<file path="src/rtl/sensor_conditioner_pkg.sv">
// Shared constants and types for the sensor input conditioner: debounce
// window default, channel bit positions and the level-group FSM states.
package sensor_conditioner_pkg;

  // 1 ms at 50 MHz
  localparam int DEB_CYCLES_DEFAULT = 50000;

  localparam int NUM_CH = 7;

  // Bit positions of each channel inside the packed channel vectors
  localparam int CH_H  = 6;
  localparam int CH_M  = 5;
  localparam int CH_L  = 4;
  localparam int CH_US = 3;
  localparam int CH_UA = 2;
  localparam int CH_T  = 1;
  localparam int CH_SD = 0;

  typedef enum logic {
    STABLE   = 1'b0,
    SETTLING = 1'b1
  } grp_state_e;

  // Width of a counter that must reach max_val inclusive
  function automatic int cnt_width(input int max_val);
    return (max_val < 2) ? 1 : $clog2(max_val + 1);
  endfunction

endpackage

</file>
<file path="src/rtl/sensor_conditioner_if.sv">
// Board-side raw inputs and the cleaned outputs handed to the irrigation logic.
interface sensor_conditioner_if;
  import sensor_conditioner_pkg::*;

  logic       raw_h;
  logic       raw_m;
  logic       raw_l;
  logic       raw_us;
  logic       raw_ua;
  logic       raw_t;
  logic       raw_sd;

  logic       H;
  logic       M;
  logic       L;
  logic       Us;
  logic       Ua;
  logic       T;
  logic       Sd;
  logic       valid;
  logic       chg;
  grp_state_e grp_state;

  // valid is a level qualifier, not a handshake: there is no ready, and
  // consumers treat every output as meaningless while valid is low. chg is a
  // single-cycle strobe that follows any change of the seven published levels.
  modport master (
    output raw_h, raw_m, raw_l, raw_us, raw_ua, raw_t, raw_sd,
    input  H, M, L, Us, Ua, T, Sd, valid, chg, grp_state
  );

  modport slave (
    input  raw_h, raw_m, raw_l, raw_us, raw_ua, raw_t, raw_sd,
    output H, M, L, Us, Ua, T, Sd, valid, chg, grp_state
  );

endinterface

</file>
<file path="src/rtl/sensor_conditioner_debounce_channel.sv">
// One raw input: two-flop synchronizer, stability counter and debounced level.
// A new level is accepted only after DEB_CYCLES consecutive differing samples.
module sensor_conditioner_debounce_channel
  import sensor_conditioner_pkg::*;
#(
  parameter int DEB_CYCLES = DEB_CYCLES_DEFAULT
) (
  input  logic clk,
  input  logic rst,
  input  logic raw,
  output logic deb,
  output logic cnt_zero
);

  localparam int CW = $clog2(DEB_CYCLES);
  localparam logic [CW-1:0] CNT_LAST = CW'(DEB_CYCLES - 1);

  logic          sync1;
  logic          sync2;
  logic [CW-1:0] cnt;

  always_ff @(posedge clk or posedge rst) begin
    if (rst) begin
      sync1 <= 1'b0;
      sync2 <= 1'b0;
      deb   <= 1'b0;
      cnt   <= '0;
    end else begin
      sync1 <= raw;
      sync2 <= sync1;
      // Any return to the accepted level throws away all progress
      if (sync2 == deb) begin
        cnt <= '0;
      end else if (cnt == CNT_LAST) begin
        deb <= sync2;
        cnt <= '0;
      end else begin
        cnt <= cnt + CW'(1);
      end
    end
  end

  assign cnt_zero = (cnt == '0);

endmodule

</file>
<file path="src/rtl/sensor_conditioner.sv">
// Debounces the seven field inputs, republishes the three tank probes as one
// coherent snapshot, and flags startup settling and output changes.
module sensor_conditioner
  import sensor_conditioner_pkg::*;
#(
  parameter int DEB_CYCLES = DEB_CYCLES_DEFAULT
) (
  input  logic                 clk,
  input  logic                 rst,
  sensor_conditioner_if.slave  bus
);

  localparam int VW = cnt_width(DEB_CYCLES + 1);
  localparam logic [VW-1:0] VALID_LAST = VW'(DEB_CYCLES + 1);

  logic [NUM_CH-1:0] raw_vec;
  logic [NUM_CH-1:0] deb_vec;
  logic [NUM_CH-1:0] zero_vec;

  assign raw_vec = {bus.raw_h, bus.raw_m, bus.raw_l,
                    bus.raw_us, bus.raw_ua, bus.raw_t, bus.raw_sd};

  for (genvar i = 0; i < NUM_CH; i++) begin : g_ch
    sensor_conditioner_debounce_channel #(
      .DEB_CYCLES (DEB_CYCLES)
    ) u_debounce_channel (
      .clk      (clk),
      .rst      (rst),
      .raw      (raw_vec[i]),
      .deb      (deb_vec[i]),
      .cnt_zero (zero_vec[i])
    );
  end

  // Level group: publish {H,M,L} only when all three probes are quiet together
  logic [2:0] lvl_deb;
  logic       lvl_quiet;
  logic [2:0] pub_lvl;
  logic       load_lvl;
  grp_state_e state;
  grp_state_e state_nxt;

  assign lvl_deb   = deb_vec[CH_H:CH_L];
  assign lvl_quiet = &zero_vec[CH_H:CH_L];

  always_ff @(posedge clk or posedge rst) begin
    if (rst) begin
      state <= STABLE;
    end else begin
      state <= state_nxt;
    end
  end

  always_comb begin
    state_nxt = state;
    load_lvl  = 1'b0;
    case (state)
      STABLE: begin
        if (!lvl_quiet || (lvl_deb != pub_lvl)) begin
          state_nxt = SETTLING;
        end
      end
      SETTLING: begin
        if (lvl_quiet) begin
          load_lvl  = 1'b1;
          state_nxt = STABLE;
        end
      end
      default: begin
        state_nxt = STABLE;
      end
    endcase
  end

  always_ff @(posedge clk or posedge rst) begin
    if (rst) begin
      pub_lvl <= 3'b000;
    end else if (load_lvl) begin
      pub_lvl <= lvl_deb;
    end
  end

  // Startup window: valid rises DEB_CYCLES+2 cycles after reset release
  logic [VW-1:0] su_cnt;
  logic          valid_q;

  always_ff @(posedge clk or posedge rst) begin
    if (rst) begin
      su_cnt  <= '0;
      valid_q <= 1'b0;
    end else if (!valid_q) begin
      if (su_cnt == VALID_LAST) begin
        valid_q <= 1'b1;
      end else begin
        su_cnt <= su_cnt + VW'(1);
      end
    end
  end

  // Change strobe compares the published outputs against last cycle's copy
  logic [NUM_CH-1:0] out_vec;
  logic [NUM_CH-1:0] out_prev;
  logic              chg_q;

  assign out_vec = {pub_lvl, deb_vec[CH_US:CH_SD]};

  always_ff @(posedge clk or posedge rst) begin
    if (rst) begin
      out_prev <= '0;
      chg_q    <= 1'b0;
    end else begin
      out_prev <= out_vec;
      chg_q    <= (out_vec != out_prev);
    end
  end

  assign bus.H         = pub_lvl[2];
  assign bus.M         = pub_lvl[1];
  assign bus.L         = pub_lvl[0];
  assign bus.Us        = deb_vec[CH_US];
  assign bus.Ua        = deb_vec[CH_UA];
  assign bus.T         = deb_vec[CH_T];
  assign bus.Sd        = deb_vec[CH_SD];
  assign bus.valid     = valid_q;
  assign bus.chg       = chg_q;
  assign bus.grp_state = state;

endmodule

</file>
<file path="src/flat_wrapper.sv">
// flat-port wrapper written by rule: the top's interface ports become plain ports
module sensor_conditioner_flat import sensor_conditioner_pkg::*;
#(
  parameter int DEB_CYCLES = DEB_CYCLES_DEFAULT
)
  (clk, rst, bus_raw_h, bus_raw_m, bus_raw_l, bus_raw_us, bus_raw_ua, bus_raw_t, bus_raw_sd, bus_H, bus_M, bus_L, bus_Us, bus_Ua, bus_T, bus_Sd, bus_valid, bus_chg, bus_grp_state);
  sensor_conditioner_if bus_i ();
  input  logic clk;
  input  logic rst;
  input wire logic [$bits(bus_i.raw_h)-1:0] bus_raw_h;
  input wire logic [$bits(bus_i.raw_m)-1:0] bus_raw_m;
  input wire logic [$bits(bus_i.raw_l)-1:0] bus_raw_l;
  input wire logic [$bits(bus_i.raw_us)-1:0] bus_raw_us;
  input wire logic [$bits(bus_i.raw_ua)-1:0] bus_raw_ua;
  input wire logic [$bits(bus_i.raw_t)-1:0] bus_raw_t;
  input wire logic [$bits(bus_i.raw_sd)-1:0] bus_raw_sd;
  output wire logic [$bits(bus_i.H)-1:0] bus_H;
  output wire logic [$bits(bus_i.M)-1:0] bus_M;
  output wire logic [$bits(bus_i.L)-1:0] bus_L;
  output wire logic [$bits(bus_i.Us)-1:0] bus_Us;
  output wire logic [$bits(bus_i.Ua)-1:0] bus_Ua;
  output wire logic [$bits(bus_i.T)-1:0] bus_T;
  output wire logic [$bits(bus_i.Sd)-1:0] bus_Sd;
  output wire logic [$bits(bus_i.valid)-1:0] bus_valid;
  output wire logic [$bits(bus_i.chg)-1:0] bus_chg;
  output wire logic [$bits(bus_i.grp_state)-1:0] bus_grp_state;
  assign bus_i.raw_h = bus_raw_h;
  assign bus_i.raw_m = bus_raw_m;
  assign bus_i.raw_l = bus_raw_l;
  assign bus_i.raw_us = bus_raw_us;
  assign bus_i.raw_ua = bus_raw_ua;
  assign bus_i.raw_t = bus_raw_t;
  assign bus_i.raw_sd = bus_raw_sd;
  assign bus_H = bus_i.H;
  assign bus_M = bus_i.M;
  assign bus_L = bus_i.L;
  assign bus_Us = bus_i.Us;
  assign bus_Ua = bus_i.Ua;
  assign bus_T = bus_i.T;
  assign bus_Sd = bus_i.Sd;
  assign bus_valid = bus_i.valid;
  assign bus_chg = bus_i.chg;
  assign bus_grp_state = bus_i.grp_state;
  sensor_conditioner #(.DEB_CYCLES(DEB_CYCLES)) u_core (.clk(clk), .rst(rst), .bus(bus_i));
endmodule
</file>
<file path="config.mk">
export PLATFORM = sky130hd
export DESIGN_NAME = sensor_conditioner_flat
export DESIGN_NICKNAME = d
export VERILOG_FILES = /design/src/rtl/sensor_conditioner_pkg.sv /design/src/rtl/sensor_conditioner_if.sv /design/src/rtl/sensor_conditioner_debounce_channel.sv /design/src/rtl/sensor_conditioner.sv /design/src/flat_wrapper.sv
export SDC_FILE = /design/constraint.sdc
export NUM_CORES = 1
export LEC_CHECK = 0
export CAP_MARGIN = 30
export CORE_ASPECT_RATIO = 1.2
export CORE_UTILIZATION = 60
export CTS_BUF_LIST = sky130_fd_sc_hd__clkbuf_16
export DETAILED_ROUTE_END_ITERATION = 10
export GPL_ROUTABILITY_DRIVEN = 0
export PLACE_DENSITY = 0.8
export SETUP_SLACK_MARGIN = 0.15
export SYNTH_ARGS = -nofsm -noshare
export SYNTH_HDL_FRONTEND = slang
export SYNTH_SLANG_ARGS = --single-unit
</file>
<file path="constraint.sdc">
create_clock -name clk -period 5.82 [get_ports clk]
set_clock_uncertainty 0.15 [all_clocks]
set_input_delay 0.873 -clock clk [delete_from_list [all_inputs] [get_ports clk]]
set_output_delay 0.873 -clock clk [all_outputs]
set_load 0.01 [all_outputs]
</file>
* Yosys cells after proc, flatten, opt, wreduce, memory -nomap -nowiden
Cells that the tools add are included.
** Word-level totals
- Input port bits :: 9
- Output and inout port bits :: 10
- Logic and storage cells :: 104
- Bits in registers :: 162
** Operators by class
- Muxes and demuxes :: 21
- Reduce and logical (&&, ||, !) cells :: 14
- Equality and inequality tests :: 17
- Add/sub/neg operators :: 8
- Bitwise logic cells :: 10
** Operators by type and width (number)
- 16-bit 2-to-1 mux :: 14
- 16-bit by 1-bit adder with 16-bit output (second input constant) :: 8
- 16-bit == test (second input constant) :: 8
- 16-bit zero test :: 3
- 2-bit AND reduction :: 8
- 1-bit NOT :: 10
- 1-bit == test :: 7
- 7-bit != test :: 1
- 1-bit 2-to-1 mux :: 6
- 3-bit != test :: 1
- 3-bit AND reduction :: 1
- 1-bit one-hot mux with 2 select lines :: 1
- 1-bit zero test :: 1
- 1-bit logical OR :: 1

* Depth between registers and ports, before layout
Gate-level depths: netlist of the first run.
- Depth in word-level cells :: 6
- Mapped depth :: 7
- Gate-level depth less buffers :: 6

* Hierarchy
Synthesis of the first run repeated with hierarchy kept, for this count alone.
** Second synthesis, totals
- Cells, all modules :: 739
- Area total of the unflattened synthesis :: 7875.1 um^2
** Modules (own cells, without submodules)
- sensor_conditioner_debounce_channel :: cells each 92, seq. area each 475.5 um^2, area an instance 947.2 um^2, instances 7
- sensor_conditioner :: cells each 95, seq. area each 725.7 um^2, area an instance 1244.9 um^2, instances 1

* Worst setup path after synthesis of the first run
No wires, ideal clock.
- Kind :: register to register
- Start point :: register u_core.g_ch[6].u_debounce_channel.cnt[0]
- End point :: register u_core.pub_lvl[0]
- Path buffers :: 0
- Setup slack :: 3824 ps
- Setup time :: 125 ps
- Period minus slack after synthesis :: 1996 ps
- Arrival time :: 1722 ps
- Required time :: 5545 ps
- Stages on the path, launching flop included :: 7
- Path through :: dfrtp_1 inv_1 ha_1 nor4bb_1 nand4_1 nor4_2 mux2_2
** On the way
- Longest elaborated chain between the ends :: 4
** RTL lines
- from (decl) :: RTL line sensor_conditioner_debounce_channel.sv:20 : logic [CW-1:0] cnt;
- from (signal assigned) :: RTL line sensor_conditioner_debounce_channel.sv:38 : cnt <= cnt + CW'(1);
- 16-bit zero test :: RTL line sensor_conditioner_debounce_channel.sv:43 : assign cnt_zero = (cnt == '0);
- 3-bit AND reduction :: RTL line sensor_conditioner.sv:44 : assign lvl_quiet = &zero_vec[CH_H:CH_L];
- 1-bit 2-to-1 mux :: RTL line sensor_conditioner.sv:64 : if (lvl_quiet) begin
- 1-bit 2-to-1 mux :: RTL line sensor_conditioner.sv:57 : case (state)
- to (signal assigned) :: RTL line sensor_conditioner.sv:79 : pub_lvl <= lvl_deb;
- to (decl) :: RTL line sensor_conditioner.sv:38 : logic [2:0] pub_lvl;
No other way between the ends.
A chain may end at the register's enable or synchronous reset.

* Final worst setup path of the first run
- Start point :: register u_core.pub_lvl[1]
- End point :: output bus_M
** RTL lines
- to (decl) :: RTL line flat_wrapper.sv:18 : output wire logic [$bits(bus_i.M)-1:0] bus_M;
No word-level cell between the ends.

==> results_dict.tcl, run 1 <==
set metrics [dict create \
    cts_hold_buf 0 \
    area_growth_pct 12.2 \
    setup_viol_count_final 0 \
    insertion_delay_ns 0.43 \
    drive_above_1_share 0.0685 \
    firstDrtPassIters 5 \
    wl_um 14800 \
    final_max_slew_viol_count 0 \
    ys_ff_latch 162 \
    holdCritPathClass "reg -> reg" \
    vias 5510 \
    syn_inst 720 \
    r2r_end "u_core.g_ch[5].u_debounce_channel.cnt[8]" \
    post-route-util 0.698 \
    grt_max_degree 59 \
    r2r_setup_slack_ns 3.47 \
    io_pins 19 \
    synthDistinctLibCells 33 \
    p_comb_frac 0.033 \
    finalSetupTns_ns 0 \
    place_inst 888 \
    grt-ovfl-total 0 \
    ant_nets 0 \
    chipHeight_um 125 \
    hold_viol 0 \
    routedWlPerCell_um 16.0 \
    max_freq_mhz 389 \
    slowest_delay_ns 0.63 \
    yosys_warnings 0 \
    avgSynthCellArea_um2 10.6 \
    fp.dieW_um 105 \
    period_needed_ns 2.57 \
    switchingPower_w 0.000495 \
    clockPowerShare 0.467 \
    fin_nets 768 \
    seqPwrFrac 0.499 \
    synth_most_common_cell "dfrtp_1" \
    yosysTopAreaCellShare 0.533 \
    p_per_area_nw_per_um2 273 \
    cts_buffers 17 \
    irDropWorstVdd_uv 181 \
    h-tree-depth 4 \
    via_per_inst 5.99 \
    synth_edf_count 0 \
    sw_frac_of_total 0.213 \
    crit_fanout 5 \
    dieArea_um2 13100 \
    finalNonFillerCells 920 \
    critical_path.startpoint "u_core.pub_lvl[1]" \
    slew-limit-headroom 0.428 \
    outcome "complete, no violations" \
    internal_power_w 0.00183 \
    reg2reg_from "u_core.g_ch[5].u_debounce_channel.cnt[7]" \
    crit_required_ns 4.80 \
    startpoint_type "flip-flop" \
    synth_common_cells "dfrtp_1 (162), nor2_1 (95), xnor2_1 (72)" \
    path_depth 1 \
    grt_first_pass_wirelength_um 25700 \
    post_cts_buffers 0 \
    drc 0 \
    io_buffers 18 \
    rsz0062_at_grt "false" \
    initial_utilization 0.622 \
    antenna_found_initial 0 \
    critPathBufInv 1 \
    postCtsResizedCells 0 \
    drt_first_iter_violations 386 \
    cts.sinks 162 \
    worstMarginPinSlew_ns 0.856 \
    netlist_area_um2 7600 \
    async_flop_share 1.00 \
    critical_path.endpoint "bus_M" \
    critical-path-slowest-cell "clkdlybuf4s50_1" \
    fin_hold_ws_ns 0.196 \
    antenna_cells 0 \
    clockRootBuffer "clkbuf_16" \
    hpwl_um 9990 \
    drv_cap 0 \
    endpoint_kind "output pin" \
    synthFlopType "dfrtp_1" \
    power_leakage_nw 3.65 \
    clk_pin_slew_ns 0.06 \
    rows 44 \
    cts_tree "built" \
    path_cells "clkdlybuf4s50_1" \
    seq_area_frac_synth 0.533 \
    coreArea_um2 12200 \
    syn_nets 741 \
    synth_top_area_cell "dfrtp_1" \
    grt_pass1_vias 5628 \
    globalRouteTotalUtil 0.245 \
    path_class "reg -> out" \
    synthTopCellsByArea "dfrtp_1 (53%), xnor2_1 (8.3%), nor2_1 (4.7%), xor2_1 (4.3%), nand4_1 (3.5%)" \
    ff2ff_path_depth 4 \
    finalCritPeriodShare 0.442 \
    cts_max_path_buffers 2 \
    critPathTopFamily "buffers and inverters" \
    worst_ep_arrival_time_ns 1.55 \
]
-- how the worst min path moves through the flow --
stage | from | depth (start not counted) | to | slack [ns]
floorplan | u_core.g_ch[0].u_debounce_channel.sync1 | 0 | u_core.g_ch[0].u_debounce_channel.sync2 | 0.18
global placement | u_core.g_ch[3].u_debounce_channel.sync1 | 0 | u_core.g_ch[3].u_debounce_channel.sync2 | 0.19
detailed placement | u_core.g_ch[0].u_debounce_channel.sync1 | 0 | u_core.g_ch[0].u_debounce_channel.sync2 | 0.18
CTS | u_core.g_ch[0].u_debounce_channel.sync1 | 0 | u_core.g_ch[0].u_debounce_channel.sync2 | 0.20
global route | u_core.g_ch[3].u_debounce_channel.sync1 | 0 | u_core.g_ch[3].u_debounce_channel.sync2 | 0.20
finish | u_core.g_ch[0].u_debounce_channel.sync1 | 0 | u_core.g_ch[0].u_debounce_channel.sync2 | 0.20
-- worst register-to-register path, cell delays in order (launching register included) --
cell and delay, ns:
dfrtp_1 0.44, nor4_1 0.41, nand2_1 0.19, o41ai_4 0.86, nor2_1 0.15
-- metal layers --
layer | wire length [µm] | up-vias | share of wire | global-route usage
li1 | - | 2618 | - | -
met2 | 7610 | 123 | 0.52 | 0.413
met1 | 6370 | 2738 | 0.43 | 0.307
met4 | 327 | 0 | 0.022 | 0.116
met5 | 0 | - | 0 | 0
met3 | 458 | 31 | 0.031 | 0.0454
-- sequential cells by signal, summed over array words and instances, names as in the netlist --
| name | flops |
|---|---|
| u_core.bus.chg | 1 |
| u_core.g_ch.u_debounce_channel.cnt | 112 |
| u_core.bus.grp_state | 1 |
| u_core.g_ch.u_debounce_channel.deb | 7 |
| u_core.g_ch.u_debounce_channel.sync1 | 7 |
| u_core.pub_lvl | 3 |
| u_core.bus.valid | 1 |
| u_core.su_cnt | 16 |
| u_core.out_prev | 7 |
| u_core.g_ch.u_debounce_channel.sync2 | 7 |
-- power by group through the flow --
stage / clock (W) / sequential (W) / combinational (W)
3_3_place_gp: 0 / 0.00118 / 0.0000768
5_1_grt: 0.00115 / 0.00116 / 0.0000905
4_1_cts: 0.00110 / 0.00116 / 0.0000806
2_1_floorplan: 0 / 0.00118 / 0.0000572
3_5_place_dp: 0 / 0.00118 / 0.0000800
6_report: 0.00109 / 0.00116 / 0.0000778
-- layout make-up --
type,count,area (µm²)
fill,869,3690
timing repair buffer,21,203
multi-input combinational,516,3390
clock buffer,17,425
sequential,162,4050
clock inverter,14,148
inverter,29,114
tap,161,201
-- metrics by stage --
stage | setup WS [ns] | total power [W] | instance area [µm²]
after floorplan | 0.420 | 0.00123 | 7600
after global placement | 3.26 | 0.00126 | 7950
after detailed placement | 3.23 | 0.00126 | 7950
after CTS | 3.24 | 0.00235 | 8520
after global routing | 3.19 | 0.00241 | 8530
final | 3.25 | 0.00233 | 8530
-- cells in the final DEF (no fill, tap or decap) --
cell / Yosys / routed
nor2_1: 95 / 95
o41ai_4: 3 / 3
ha_1: 12 / 12
inv_1: 29 / 29
o21ai_0: 11 / 11
or3_1: 10 / 10
or3_2: 1 / 1
clkdlybuf4s50_1: 0 / 18
clkinv_4: 0 / 1
and4b_1: 1 / 1
bufinv_16: 0 / 3
nor4b_1: 5 / 5
or4_1: 10 / 10
clkinv_2: 0 / 6
and3_1: 27 / 27
xnor2_1: 72 / 72
nand2_1: 36 / 36
clkinv_1: 0 / 2
nor3_1: 16 / 16
a41oi_1: 1 / 1
nand3_4: 1 / 1
nand3_1: 41 / 41
nor4_1: 26 / 26
clkinvlp_4: 0 / 1
or2_2: 2 / 2
and2_1: 1 / 1
o31ai_1: 10 / 10
clkbuf_16: 0 / 17
inv_6: 0 / 1
buf_4: 0 / 3
dfrtp_1: 162 / 162
nor4bb_1: 11 / 11
nand4_1: 42 / 42
a21oi_1: 22 / 22
nor4_2: 2 / 2
or4_4: 1 / 1
xor2_1: 37 / 37
mux2_2: 10 / 10
a31oi_1: 1 / 1
and4_1: 9 / 9
-- kinds of logic after synthesis --
kind of cell | synth area share
muxes | 0.0148
adders and majority gates | 0.0197
and+or+nand+nor | 0.241
DFF | 0.533
buffers and inverters | 0.0214
AOI/OAI and AO/OA | 0.0444
xor gates and xnor gates | 0.126
No activity file was read; power rests on OpenSTA's default activity.
==> run 2: changes to the inputs <==
==> constraint.sdc (replaced) <==
create_clock -name clk -period 2.65 [get_ports clk]
set_clock_uncertainty 0.15 [all_clocks]
set_input_delay 0.3975 -clock clk [delete_from_list [all_inputs] [get_ports clk]]
set_output_delay 0.3975 -clock clk [all_outputs]
set_load 0.01 [all_outputs]
==> run 2 against run 1 <==
Count of clock-buffer cells in the layout did not move. Routed wire length rose by 0.66%. Non-clock buffer count rose by 4. Cell count rose by 0.43%. Final area rose by 0.85%. Combinational power rose by 140%. Worst setup slack got worse by 2.8 ns. Highest routed layer unchanged.
==> results_dict.tcl, run 2 (synthesized netlist as in run 1, its figures left out) <==
set metrics [dict create \
    outcome "complete, no violations" \
    h-tree-depth 4 \
    fin_nets 772 \
    grt_pass1_vias 5634 \
    slew-limit-headroom 0.652 \
    max_freq_mhz 444 \
    regArea_um2 4050 \
    io_pins 19 \
    startpoint_type "flip-flop" \
    vias 5497 \
    cts_buffers 17 \
    io_buffers 18 \
    rsz0062_at_grt "false" \
    use_met3 0.0480 \
    power_w 0.00518 \
    globalRouteTotalUtil 0.246 \
    grt_first_pass_wirelength_um 25900 \
    worst_slack_ns 0.399 \
    placed_area_um2 8010 \
    crit_required_ns 2.81 \
    antenna_cells 0 \
    finalSetupTns_ns 0 \
    drive_above_1_share 0.0734 \
    routedWlPerCell_um 16.1 \
    cts.sinks 162 \
    largest_reg_flops 112 \
    rows 44 \
    top_regs "u_core.g_ch.u_debounce_channel.cnt x112, u_core.su_cnt x16" \
    fin_hold_ws_ns 0.198 \
    drc 0 \
    holdPathStages 0 \
    fp.dieW_um 105 \
    multi_input_area_um2 3390 \
    cts_max_path_buffers 2 \
    coreArea_um2 12200 \
    path_class "reg -> reg" \
    via_per_inst 5.95 \
    postCtsResizedCells 0 \
    ant_nets 0 \
    p_per_area_nw_per_um2 602 \
    clk_pin_slew_ns 0.06 \
    final_max_slew_viol_count 0 \
    initial_utilization 0.622 \
    holdCritPathClass "reg -> reg" \
    fill_cells 892 \
    hpwl_um 10000 \
    fin_area_um2 8600 \
    clockRootBuffer "clkbuf_16" \
    dieArea_um2 13100 \
    antenna_found_initial 0 \
    wl_um 14900 \
    period_needed_ns 2.25 \
    ff2ff_path_depth 6 \
    grt_max_degree 74 \
    most-common-layout-cells "dfrtp_1 (162), nor2_1 (95), xnor2_1 (72)" \
    met1_usage 0.300 \
    cts_tree "built" \
    worstMarginPinSlew_ns 0.521 \
    chipHeight_um 125 \
    insertion_delay_ns 0.42 \
    met2_usage 0.421 \
    endpoint_kind "flip-flop" \
    firstDrtPassIters 5 \
    final_common_cell "dfrtp_1" \
    hold_viol 0 \
    top_usage_layer "met2" \
    cts_hold_buf 0 \
    top_register "u_core.g_ch.u_debounce_channel.cnt" \
    irDropWorstVdd_uv 401 \
    power_leakage_nw 3.67 \
    dp_slack_ns 0.439 \
    drt_first_iter_violations 475 \
    worst_ep_arrival_time_ns 2.41 \
    post_cts_buffers 0 \
    setup_viol_count_final 0 \
    finalCritPeriodShare 0.849 \
    drv_cap 0 \
    grt-ovfl-total 0 \
    area_growth_pct 13.2 \
    crit_fanout 5 \
]
==> run 2: cell types whose count changed in the layout (fill, tap and decap cells not counted) <==
cell / change
buf_12: +2
clkinv_2: -6
clkinv_1: -1
clkinv_4: +2
clkinvlp_4: +4
buf_4: +2
inv_1: +1
==> run 2: through the flow <==
stage | util | cells
after floorplan | - | 720
after global placement | 0.656 | 893
after detailed placement | 0.656 | 893
after CTS | 0.704 | 924
after global routing | 0.704 | 924
final | 0.704 | 924
==> run 2: power breakdown <==
group,switching (W),internal [W]
combinational,0.000117,0.0000666
clock,0.000973,0.00147
sequential,0.0000404,0.00251
total,0.00113,0.00405
==> run 2: final cells by class <==
| type | instances | area share |
|---|---|---|
| Sequential cell | 162 | 0.471 |
| Tap cell | 161 | 0.0234 |
| Clock buffer | 17 | 0.0494 |
| Inverter | 29 | 0.0131 |
| Timing Repair Buffer | 25 | 0.0300 |
| Multi-Input combinational cell | 516 | 0.394 |
| Clock inverter | 14 | 0.0193 |
==> run 2: critical path: stages, from the launching register on <==
cell     delay (ns)
dfrtp_1        0.43
inv_1          0.09
ha_1           0.15
nor4b_1        0.28
nand4_1        0.18
nor4_2         0.45
mux2_2         0.39
==> run 2: worst paths after layout <==
check                                                               from                                        end  slack, ns
worst max-delay path            u_core.g_ch[4].u_debounce_channel.cnt[0]                          u_core.pub_lvl[0]       0.40
worst min-delay path             u_core.g_ch[1].u_debounce_channel.sync1    u_core.g_ch[1].u_debounce_channel.sync2       0.20
worst max register to register  u_core.g_ch[4].u_debounce_channel.cnt[0]                          u_core.pub_lvl[0]       0.40
worst min register to register   u_core.g_ch[1].u_debounce_channel.sync1    u_core.g_ch[1].u_debounce_channel.sync2       0.20
max in group asynchronous                                            rst  u_core.g_ch[6].u_debounce_channel.cnt[14]       1.43
min in group asynchronous                                            rst  u_core.g_ch[1].u_debounce_channel.cnt[12]       0.21
==> run 2: routing by layer <==
layer / vias to the layer above / wire length, µm
met1: 2750 / 6350
met3: 33 / 403
met5: - / 0
li1: 2615 / -
met2: 99 / 7710
met4: 0 / 400
